**config.mk**
```make
export PLATFORM = sky130hd
export DESIGN_NAME = fifo_access_ctrl_flat
export DESIGN_NICKNAME = d
export VERILOG_FILES = /design/src/rtl/fifo_arb_pkg.sv /design/src/rtl/fifo_access_ctrl_if.sv /design/src/rtl/fifo_access_ctrl_rr_picker.sv /design/src/rtl/fifo_access_ctrl.sv /design/src/flat_wrapper.sv
export SDC_FILE = /design/constraint.sdc
export NUM_CORES = 1
export LEC_CHECK = 0
export CORE_MARGIN = 2
export CORE_UTILIZATION = 41
export DETAILED_ROUTE_END_ITERATION = 12
export PLACE_DENSITY = 0.83
export SYNTH_ARGS = -nofsm -noshare
export SYNTH_HDL_FRONTEND = slang
export SYNTH_HIERARCHICAL = 1
export SYNTH_SLANG_ARGS = --single-unit
```
**constraint.sdc**
```tcl
create_clock -name clk -period 1.8 [get_ports clk]
set_input_delay 0.18 -clock clk [delete_from_list [all_inputs] [get_ports clk]]
set_output_delay 0.18 -clock clk [all_outputs]
set_load 0.05 [all_outputs]
```
**src/rtl/fifo_arb_pkg.sv**
```systemverilog
// Shared types and helpers for the FIFO access controller.
// State encoding for the strobe scheduler, a constant clog2 and the default occupancy width.
package fifo_arb_pkg;

  typedef enum logic [1:0] {
    ST_INIT   = 2'd0,
    ST_ARB    = 2'd1,
    ST_STROBE = 2'd2,
    ST_GAP    = 2'd3
  } state_e;

  function automatic int clog2(input int value);
    int result;
    result = 0;
    for (int i = 0; i < 31; i++) begin
      if ((1 << i) < value) result = i + 1;
    end
    return result;
  endfunction

  localparam int FIFO_LENGTH_DEF = 5;
  localparam int LEVEL_W         = clog2(FIFO_LENGTH_DEF + 1);

endpackage

```
**src/rtl/fifo_access_ctrl_if.sv**
```systemverilog
// Producer/consumer/FIFO-side signal bundle for fifo_access_ctrl.
// The master modport is the producer/consumer side; the slave modport is the controller.
interface fifo_access_ctrl_if #(
  parameter int NUM_REQ    = 4,
  parameter int DATO_WIDTH = 3,
  parameter int LEVEL_W    = 3
);

  logic [NUM_REQ-1:0]            i_req;
  logic [NUM_REQ*DATO_WIDTH-1:0] i_req_data;
  logic [NUM_REQ-1:0]            o_ack;
  logic                          i_rd_req;
  logic                          o_rd_ack;
  logic                          o_fifo_wr;
  logic                          o_fifo_rd;
  logic                          o_fifo_rst;
  logic [DATO_WIDTH-1:0]         o_fifo_datin;
  logic [LEVEL_W-1:0]            o_level;

  modport master (
    output i_req, i_req_data, i_rd_req,
    input  o_ack, o_rd_ack, o_fifo_wr, o_fifo_rd, o_fifo_rst, o_fifo_datin, o_level
  );

  modport slave (
    input  i_req, i_req_data, i_rd_req,
    output o_ack, o_rd_ack, o_fifo_wr, o_fifo_rd, o_fifo_rst, o_fifo_datin, o_level
  );

endinterface

```
**src/rtl/fifo_access_ctrl_rr_picker.sv**
```systemverilog
// Combinational rotate-priority encoder: first asserted request at or after i_ptr, wrapping.
module rr_picker #(
  parameter int NUM_REQ = 4,
  parameter int PW      = 2
) (
  input  logic [NUM_REQ-1:0] i_req,
  input  logic [PW-1:0]      i_ptr,
  output logic               o_valid,
  output logic [PW-1:0]      o_winner
);

  // Walk from the farthest offset back to the pointer so the closest request wins last.
  always_comb begin
    o_valid  = 1'b0;
    o_winner = '0;
    for (int k = NUM_REQ - 1; k >= 0; k--) begin
      automatic int idx = (int'(i_ptr) + k) % NUM_REQ;
      if (i_req[idx]) begin
        o_valid  = 1'b1;
        o_winner = PW'(idx);
      end
    end
  end

endmodule

```
**src/rtl/fifo_access_ctrl.sv**
```systemverilog
// Shares one FIFO write port among NUM_REQ producers and schedules the read port, emitting
// single-cycle strobes followed by a low cycle. Optional burst grants: define FIFO_ARB_BURST_EN.
module fifo_access_ctrl
  import fifo_arb_pkg::*;
#(
  parameter int NUM_REQ     = 4,
  parameter int DATO_WIDTH  = 3,
  parameter int FIFO_LENGTH = 5
`ifdef FIFO_ARB_BURST_EN
  , parameter int MAX_BURST = 4
`endif
) (
  input logic               clk,
  input logic               rst,
  fifo_access_ctrl_if.slave bus
);

  localparam int LW = clog2(FIFO_LENGTH + 1);
  localparam int PW = (clog2(NUM_REQ) < 1) ? 1 : clog2(NUM_REQ);
  localparam logic [LW-1:0] FULL = LW'(FIFO_LENGTH);
  localparam logic [PW-1:0] LAST = PW'(NUM_REQ - 1);

  state_e                r_state;
  logic [PW-1:0]         r_rr_ptr;
  logic [LW-1:0]         r_level;
  logic [NUM_REQ-1:0]    r_ack;
  logic                  r_rd_ack;
  logic                  r_fifo_wr;
  logic                  r_fifo_rd;
  logic                  r_fifo_rst;
  logic [DATO_WIDTH-1:0] r_fifo_datin;

  logic                  w_valid;
  logic [PW-1:0]         w_winner;
  logic                  w_rd_cand;
  logic                  w_wr_cand;
  logic [DATO_WIDTH-1:0] w_data;
  logic [NUM_REQ-1:0]    w_onehot;

`ifdef FIFO_ARB_BURST_EN
  localparam int BW = clog2(MAX_BURST + 1);
  logic          r_burst_live;
  logic [PW-1:0] r_burst_owner;
  logic [BW-1:0] r_burst_cnt;
  logic [BW-1:0] w_burst_next;
`endif

  function automatic logic [PW-1:0] incPtr(input logic [PW-1:0] ptr);
    return (ptr == LAST) ? '0 : ptr + 1'b1;
  endfunction

  rr_picker #(
    .NUM_REQ (NUM_REQ),
    .PW      (PW)
  ) u_rr_picker (
    .i_req    (bus.i_req),
    .i_ptr    (r_rr_ptr),
    .o_valid  (w_valid),
    .o_winner (w_winner)
  );

  // A read frees a slot in the same strobe, so a full FIFO still accepts a paired write.
  assign w_rd_cand = bus.i_rd_req && (r_level != '0);
  assign w_wr_cand = w_valid && ((r_level < FULL) || w_rd_cand);

  always_comb begin
    w_data   = '0;
    w_onehot = '0;
    for (int i = 0; i < NUM_REQ; i++) begin
      if (w_winner == PW'(i)) begin
        w_data      = bus.i_req_data[i*DATO_WIDTH +: DATO_WIDTH];
        w_onehot[i] = 1'b1;
      end
    end
  end

`ifdef FIFO_ARB_BURST_EN
  // The pointer parks on the owner during a burst, so the picker re-selects it while its req holds.
  assign w_burst_next = (r_burst_live && (w_winner == r_burst_owner)) ? r_burst_cnt + 1'b1 : BW'(1);
`endif

  always_ff @(posedge clk) begin
    if (rst) begin
      r_state      <= ST_INIT;
      r_rr_ptr     <= '0;
      r_level      <= '0;
      r_ack        <= '0;
      r_rd_ack     <= 1'b0;
      r_fifo_wr    <= 1'b0;
      r_fifo_rd    <= 1'b0;
      r_fifo_rst   <= 1'b1;
      r_fifo_datin <= '0;
`ifdef FIFO_ARB_BURST_EN
      r_burst_live  <= 1'b0;
      r_burst_owner <= '0;
      r_burst_cnt   <= '0;
`endif
    end else begin
      case (r_state)
        ST_INIT: begin
          r_fifo_rst <= 1'b1;
          r_state    <= ST_ARB;
        end
        ST_ARB: begin
          r_fifo_rst <= 1'b0;
          if (w_wr_cand || w_rd_cand) begin
            r_fifo_wr <= w_wr_cand;
            r_fifo_rd <= w_rd_cand;
            r_rd_ack  <= w_rd_cand;
            r_ack     <= w_wr_cand ? w_onehot : '0;
            if (w_wr_cand) begin
              r_fifo_datin <= w_data;
`ifdef FIFO_ARB_BURST_EN
              if (w_burst_next == BW'(MAX_BURST)) begin
                r_burst_live <= 1'b0;
                r_rr_ptr     <= incPtr(w_winner);
              end else begin
                r_burst_live  <= 1'b1;
                r_burst_owner <= w_winner;
                r_burst_cnt   <= w_burst_next;
                r_rr_ptr      <= w_winner;
              end
`else
              r_rr_ptr <= incPtr(w_winner);
`endif
            end
            if (w_wr_cand && !w_rd_cand) begin
              r_level <= r_level + 1'b1;
            end else if (!w_wr_cand && w_rd_cand) begin
              r_level <= r_level - 1'b1;
            end
            r_state <= ST_STROBE;
          end
`ifdef FIFO_ARB_BURST_EN
          else if (r_burst_live && w_valid) begin
            r_burst_live <= 1'b0;
            r_rr_ptr     <= incPtr(r_burst_owner);
          end
`endif
        end
        ST_STROBE: begin
          r_fifo_wr <= 1'b0;
          r_fifo_rd <= 1'b0;
          r_rd_ack  <= 1'b0;
          r_ack     <= '0;
          r_state   <= ST_GAP;
        end
        ST_GAP: begin
          r_state <= ST_ARB;
        end
        default: begin
          r_state <= ST_INIT;
        end
      endcase
    end
  end

  assign bus.o_ack        = r_ack;
  assign bus.o_rd_ack     = r_rd_ack;
  assign bus.o_fifo_wr    = r_fifo_wr;
  assign bus.o_fifo_rd    = r_fifo_rd;
  assign bus.o_fifo_rst   = r_fifo_rst;
  assign bus.o_fifo_datin = r_fifo_datin;
  assign bus.o_level      = r_level;

endmodule

```
**src/flat_wrapper.sv**
```systemverilog
// flat-port wrapper written by rule: the top's interface ports become plain ports
module fifo_access_ctrl_flat import fifo_arb_pkg::*;
#(
  parameter int NUM_REQ     = 4,
  parameter int DATO_WIDTH  = 3,
  parameter int FIFO_LENGTH = 5

)
  (clk, rst, bus_i_req, bus_i_req_data, bus_i_rd_req, bus_o_ack, bus_o_rd_ack, bus_o_fifo_wr, bus_o_fifo_rd, bus_o_fifo_rst, bus_o_fifo_datin, bus_o_level);
  fifo_access_ctrl_if #(.NUM_REQ(NUM_REQ), .DATO_WIDTH(DATO_WIDTH), .LEVEL_W((clog2((5) + 1)))) bus_i ();
  input logic clk;
  input logic rst;
  input wire logic [$bits(bus_i.i_req)-1:0] bus_i_req;
  input wire logic [$bits(bus_i.i_req_data)-1:0] bus_i_req_data;
  input wire logic [$bits(bus_i.i_rd_req)-1:0] bus_i_rd_req;
  output wire logic [$bits(bus_i.o_ack)-1:0] bus_o_ack;
  output wire logic [$bits(bus_i.o_rd_ack)-1:0] bus_o_rd_ack;
  output wire logic [$bits(bus_i.o_fifo_wr)-1:0] bus_o_fifo_wr;
  output wire logic [$bits(bus_i.o_fifo_rd)-1:0] bus_o_fifo_rd;
  output wire logic [$bits(bus_i.o_fifo_rst)-1:0] bus_o_fifo_rst;
  output wire logic [$bits(bus_i.o_fifo_datin)-1:0] bus_o_fifo_datin;
  output wire logic [$bits(bus_i.o_level)-1:0] bus_o_level;
  assign bus_i.i_req = bus_i_req;
  assign bus_i.i_req_data = bus_i_req_data;
  assign bus_i.i_rd_req = bus_i_rd_req;
  assign bus_o_ack = bus_i.o_ack;
  assign bus_o_rd_ack = bus_i.o_rd_ack;
  assign bus_o_fifo_wr = bus_i.o_fifo_wr;
  assign bus_o_fifo_rd = bus_i.o_fifo_rd;
  assign bus_o_fifo_rst = bus_i.o_fifo_rst;
  assign bus_o_fifo_datin = bus_i.o_fifo_datin;
  assign bus_o_level = bus_i.o_level;
  fifo_access_ctrl #(.NUM_REQ(NUM_REQ), .DATO_WIDTH(DATO_WIDTH), .FIFO_LENGTH(FIFO_LENGTH)) u_core (.clk(clk), .rst(rst), .bus(bus_i));
endmodule
```
# Word-level counts from Yosys, hierarchy flattened
# Cells that the tools add are included.
[classes]
n_addsub = 6
magnitude_cmp = 5
n_eq_ne = 7
n_mux = 40
bitwise = 3
n_reduce_logical = 21
[ops]
columns = ["op", "count"]
rows = [
  ["$mux 3", 6],
  ["$mux 1", 17],
  ["$lt 3x4->1 const B", 3],
  ["$mux 2", 6],
  ["$bmux 1 s2", 4],
  ["$eq 2x2->1 const B", 4],
  ["$mux 4", 2],
  ["$pmux 4 s2", 1],
  ["$reduce_or 2->1", 4],
  ["$pmux 1 s2", 3],
  ["$pmux 2 s3", 1],
  ["$reduce_and 3->1", 2],
  ["$reduce_bool 2->1", 3],
  ["$add 2x1->2 const B", 2],
  ["$add 2x2->2 const B", 2],
  ["$eq 2x1->1 const B", 2],
  ["$logic_and 1x1->1", 4],
  ["$logic_not 2->1", 2],
  ["$add 3x1->3 const B", 1],
  ["$and 1x1->1 const A", 3],
  ["$lt 2x3->1 const B", 1],
  ["$lt 3x3->1 const B", 1],
  ["$reduce_bool 3->1", 1],
  ["$sub 3x1->3 const B", 1],
  ["4 further kinds", 6],
]
[totals]
register_bits = 17
in_bits = 19
wordCells = 90

# Depth between registers and ports, before layout
[depth]
word_depth = 15
mapped_depth = 10

# Modules after synthesis
# The synthesis kept the hierarchy.
[by_module_without_submodules]
columns = ["module", "instances", "cells_per_inst", "area_per_inst_um2", "seq_area_each_um2"]
rows = [
  ["fifo_access_ctrl", 1, 105, 958.4, 340.3],
  ["rr_picker", 1, 13, 77.6, 0.0],
]

# Least setup slack after synthesis
# No wires, ideal clock.
[synth_timing]
path_kind = "register -> register"
startpoint = "register u_core.r_level[0], in the netlist u_core/bus.o_level[0]"
endpoint = "register u_core.r_level[2], in the netlist u_core/bus.o_level[2]"
setup_time_ns = 0.128
t_arrival_ns = 2.119
required_ns = 1.672
path_slack_ns = -0.447
path_stages_with_launch = 10
n_path_buf = 0
synth_period_minus_slack_ns = 2.247
cell_sequence = "dfxtp_1 or2_4 o21ai_0 ha_1 inv_1 fa_1 xnor2_1 nand2_1 xor2_1 nor2_1"
[synth_between]
elab_chain_cells = 8
[synth_rtl]
columns = ["item", "line_no", "source"]
rows = [
  ["start, declared", "fifo_access_ctrl.sv:25", "logic [LW-1:0] r_level;"],
  ["start signal, assigned", "fifo_access_ctrl.sv:128", "r_level <= r_level + 1'b1;"],
  ["start signal, assigned", "fifo_access_ctrl.sv:130", "r_level <= r_level - 1'b1;"],
  ["parallel branches: the longest is 8 deep, another holds $lt 3x3->1", "--", ""],
]
# Several ways; the timed one is not identified. The select of a mux whose other input is x is not followed.
# A chain may end at the register's enable or synchronous reset.

# Worst setup path after layout
[layout_timing]
startpoint = "register u_core.r_level[0], in the netlist u_core/bus.o_level[0]"
endpoint = "register u_core.r_ack[2], in the netlist u_core/bus.o_ack[2]"
[layout_between]
elab_chain_cells = 7
[layout_rtl]
columns = ["item", "line_no", "source"]
rows = [
  ["parallel branches: the longest is 7 deep, another holds $lt 3x3->1", "--", ""],
  ["end signal, assigned", "fifo_access_ctrl.sv:110", "r_ack <= w_wr_cand ? w_onehot : '0;"],
  ["end, declared", "fifo_access_ctrl.sv:26", "logic [NUM_REQ-1:0] r_ack;"],
]
# Several ways; the timed one is not identified. The select of a mux whose other input is x is not followed.

==> results.toml <==
[status]
status = "finished, violations left"
violations = "setup timing"

[yosys]
async_flop_share_pct = 0
synth-main-ff-cell = "dfxtp_1"
ys_seq_area_share_pct = 32.9
synth.avg_cell_area_sq_um = 8.78
synth.net_count = 148
yosysWarnings = 6
syn_area_sq_mm = 0.00104
ys_ff_latch = 17
synth_cell_types = 29
synth_edf_count = 0
synthCells = 118

[power]
ir_drop_mv = 0.660
p_leak_nw = 0.790
powerDensity_mw_per_mm2 = 869

[die]
dieHeight_microns = 54.3
initial_core_util_pct = 42.6
dieArea_sq_mm = 0.00294
core_sq_mm = 0.00243
rows = 18
chipWidth_microns = 54.3
io-pin-count = 33

[cts]
clk_pin_slew_worst_paths_ns = 0.11
numCtsBuffers = 3
cts_tree = "done"
clock-sinks = 17
cts-htree-levels = 1
clk_latency_ns = 0.30
clockRootBuffer = "clkbuf_4"
cts_max_path_buffers = 2
holdBufCountCts = 0

[routing]
drc = 0
met1_length_microns = 1300
vias_per_cell = 5.06
routed-wl-met3_microns = 172
drt_iter0_drc = 13
post_drt_wl_per_cell_microns = 15.1
detail-route-antenna-nets = 0
drt_first_pass_iters = 4
dr_total_vias = 1077
dr_wl_met2_microns = 1660
routed.top_layer = "met4"
routed_wl_microns = 3210

[grt]
grt_pass1_vias = 1108
grt_pass1_wl_microns = 4680
grt_max_degree = 13
grt_overflow = 0
track_usage_pct = 22.3
grt_antenna_before_repair = 0

[finish]
diodes = 0
design_area_sq_mm = 0.00181
post-route-util_pct = 74.4
syn_to_final_growth_pct = 74.8
nNetsFinal = 214
instances_no_fill = 213
drive_gt1_share_pct = 39.3

[critical_path]
crit_family = "simple AND/OR/NAND/NOR gates"
cp_common_cell = "nor3b_4"
cp.buffers_inverters = 2
start_kind = "register"
critPathArrivalTime_ns = 2.19
cp_max_fo = 4
slowest_delay_ns = 0.35
critPathCaptureType = "register"
path_cells = "or2_4 -> a21boi_4 -> inv_2 -> ha_4 -> buf_4 -> nor3b_4 -> nor3b_4 -> a22o_2"
cp_data_required_time_ns = 2.04
path_class = "reg -> reg"
crit_path_top_delay_cell = "dfxtp_4"

[sta]
worstMarginPinSlew_ns = 0.518
setup_viol = 11
layout_min_cycle_time_ns = 1.95
hold_slack_ns = 0.492
rsz0062_at_grt = "yes"
hold_viol = 0
setup_slack_ns = -0.151
fin_skew_ns = 0.00854
fmax_ghz = 0.513
slew_headroom_pct = 65.3
period_share_pct = 108
slew_viol_final = 0

[placement]
portBuffers = 32
pre_cts_slack_ns = -0.474
dp.cells = 198
gp_congestion = 0.877
placement.cell_area_sq_mm = 0.00156
dp_hpwl_microns = 2060

[min_path]
min_path_type = "reg -> reg"

[run]
maxCapViolations = 0
## layout by cell type (no fill, tap or decap), types with 4 or more instances in the layout
cell type,count
buf_4,30
clkdlybuf4s50_1,28
nor2_1,13
dfxtp_1,12
nand2_1,8
inv_1,7
a21oi_1,7
a211oi_1,5
ha_1,5
dlymetal6s2s_1,4
nand2b_1,4
a22o_2,4
## synth_stat cells, types with 2 or more instances
library cell	n	area, sq um
a211oi_1	5	37.5
xnor2_1	2	17.5
inv_1	8	30.0
clkbuf_1	2	7.51
o21ai_0	5	25.0
a21oi_1	9	45.0
nand2_1	9	33.8
ha_1	10	125
nor2_1	13	48.8
a22o_2	4	40.0
nor2b_1	2	12.5
nor3b_1	5	37.5
dfxtp_1	17	340
nand2b_1	6	37.5
nand3_1	4	20.0
mux2i_1	4	40.0
## per-stage QoR
| stage | setup TNS (ns) | power (mW) |
|---|---|---|
| CTS | -0.403 | 1.50 |
| detailed placement | -5.56 | 1.21 |
| global route | -1.72 | 1.66 |
| finish | -0.933 | 1.57 |
| floorplan | -1.23 | 0.929 |
| global placement | -3.94 | 1.18 |
## worst min-delay path, delay by kind of cell (launching register included)
kind               cells  cell delay [ns]
DFF                    1             0.34
and+or+nand+nor        1             0.06
AOI/OAI and AO/OA      1             0.05
## registers in the layout, indices dropped and copies added, names as in the netlist
register                 count
u_core/r_state               2
u_core/r_rr_ptr              2
u_core/bus.o_ack             4
u_core/bus.o_fifo_datin      3
u_core/bus.o_level           3
u_core/bus.o_fifo_rd         1
u_core/bus.o_fifo_wr         1
u_core/bus.o_fifo_rst        1
## where the power goes
| group | internal, mW | switching (mW) | leakage, nW |
|---|---|---|---|
| registers | 0.434 | 0.0410 | 0.142 |
| logic | 0.436 | 0.452 | 0.630 |
| clock network | 0.0828 | 0.128 | 0.0177 |
## cell type report
cell class	instances	area, sq um
repair buffers	64	587
flip-flops and latches	17	354
clock buffers	3	22.5
well taps	30	37.5
fillers	169	622
multi-input cells	89	771
clock inverters	1	5.00
inverters	9	33.8
## metal layers
layer	vias up	track usage (%)
met4	0	11.3
li1	531	-
met2	41	43.6
met5	-	0
met3	8	2.73
met1	497	22.8
## timing repair
action                                  in CTS  in global routing
endpoints found under the setup margin      11                 15
resized for setup                           11                 22
pin swaps                                   10                  7
buffers inserted                             7                  4
## cell families after synthesis
| group | after synthesis | synth area share, % |
|---|---|---|
| flops | 17 | 32.9 |
| fa+ha+maj | 11 | 14.0 |
| mux | 4 | 3.86 |
| buf+inv | 12 | 4.71 |
| simple gates | 43 | 22.5 |
| compound gates | 28 | 19.6 |
| xor+xnor | 3 | 2.54 |
## worst paths after layout
kind | start | endpoint | slack, ns | depth (start not counted)
max | u_core/bus.o_level[0]$_SDFFE_PP0P_ | u_core/bus.o_ack[2]$_SDFFE_PP0P_ | -0.15 | 8
min | u_core/bus.o_fifo_rd$_SDFFE_PP0P_ | u_core/bus.o_fifo_rd$_SDFFE_PP0P_ | 0.49 | 2
max reg2reg | u_core/bus.o_level[0]$_SDFFE_PP0P_ | u_core/bus.o_ack[2]$_SDFFE_PP0P_ | -0.15 | 8
min reg2reg | u_core/bus.o_fifo_rd$_SDFFE_PP0P_ | u_core/bus.o_fifo_rd$_SDFFE_PP0P_ | 0.49 | 2
(Power assumes the default switching activity.)
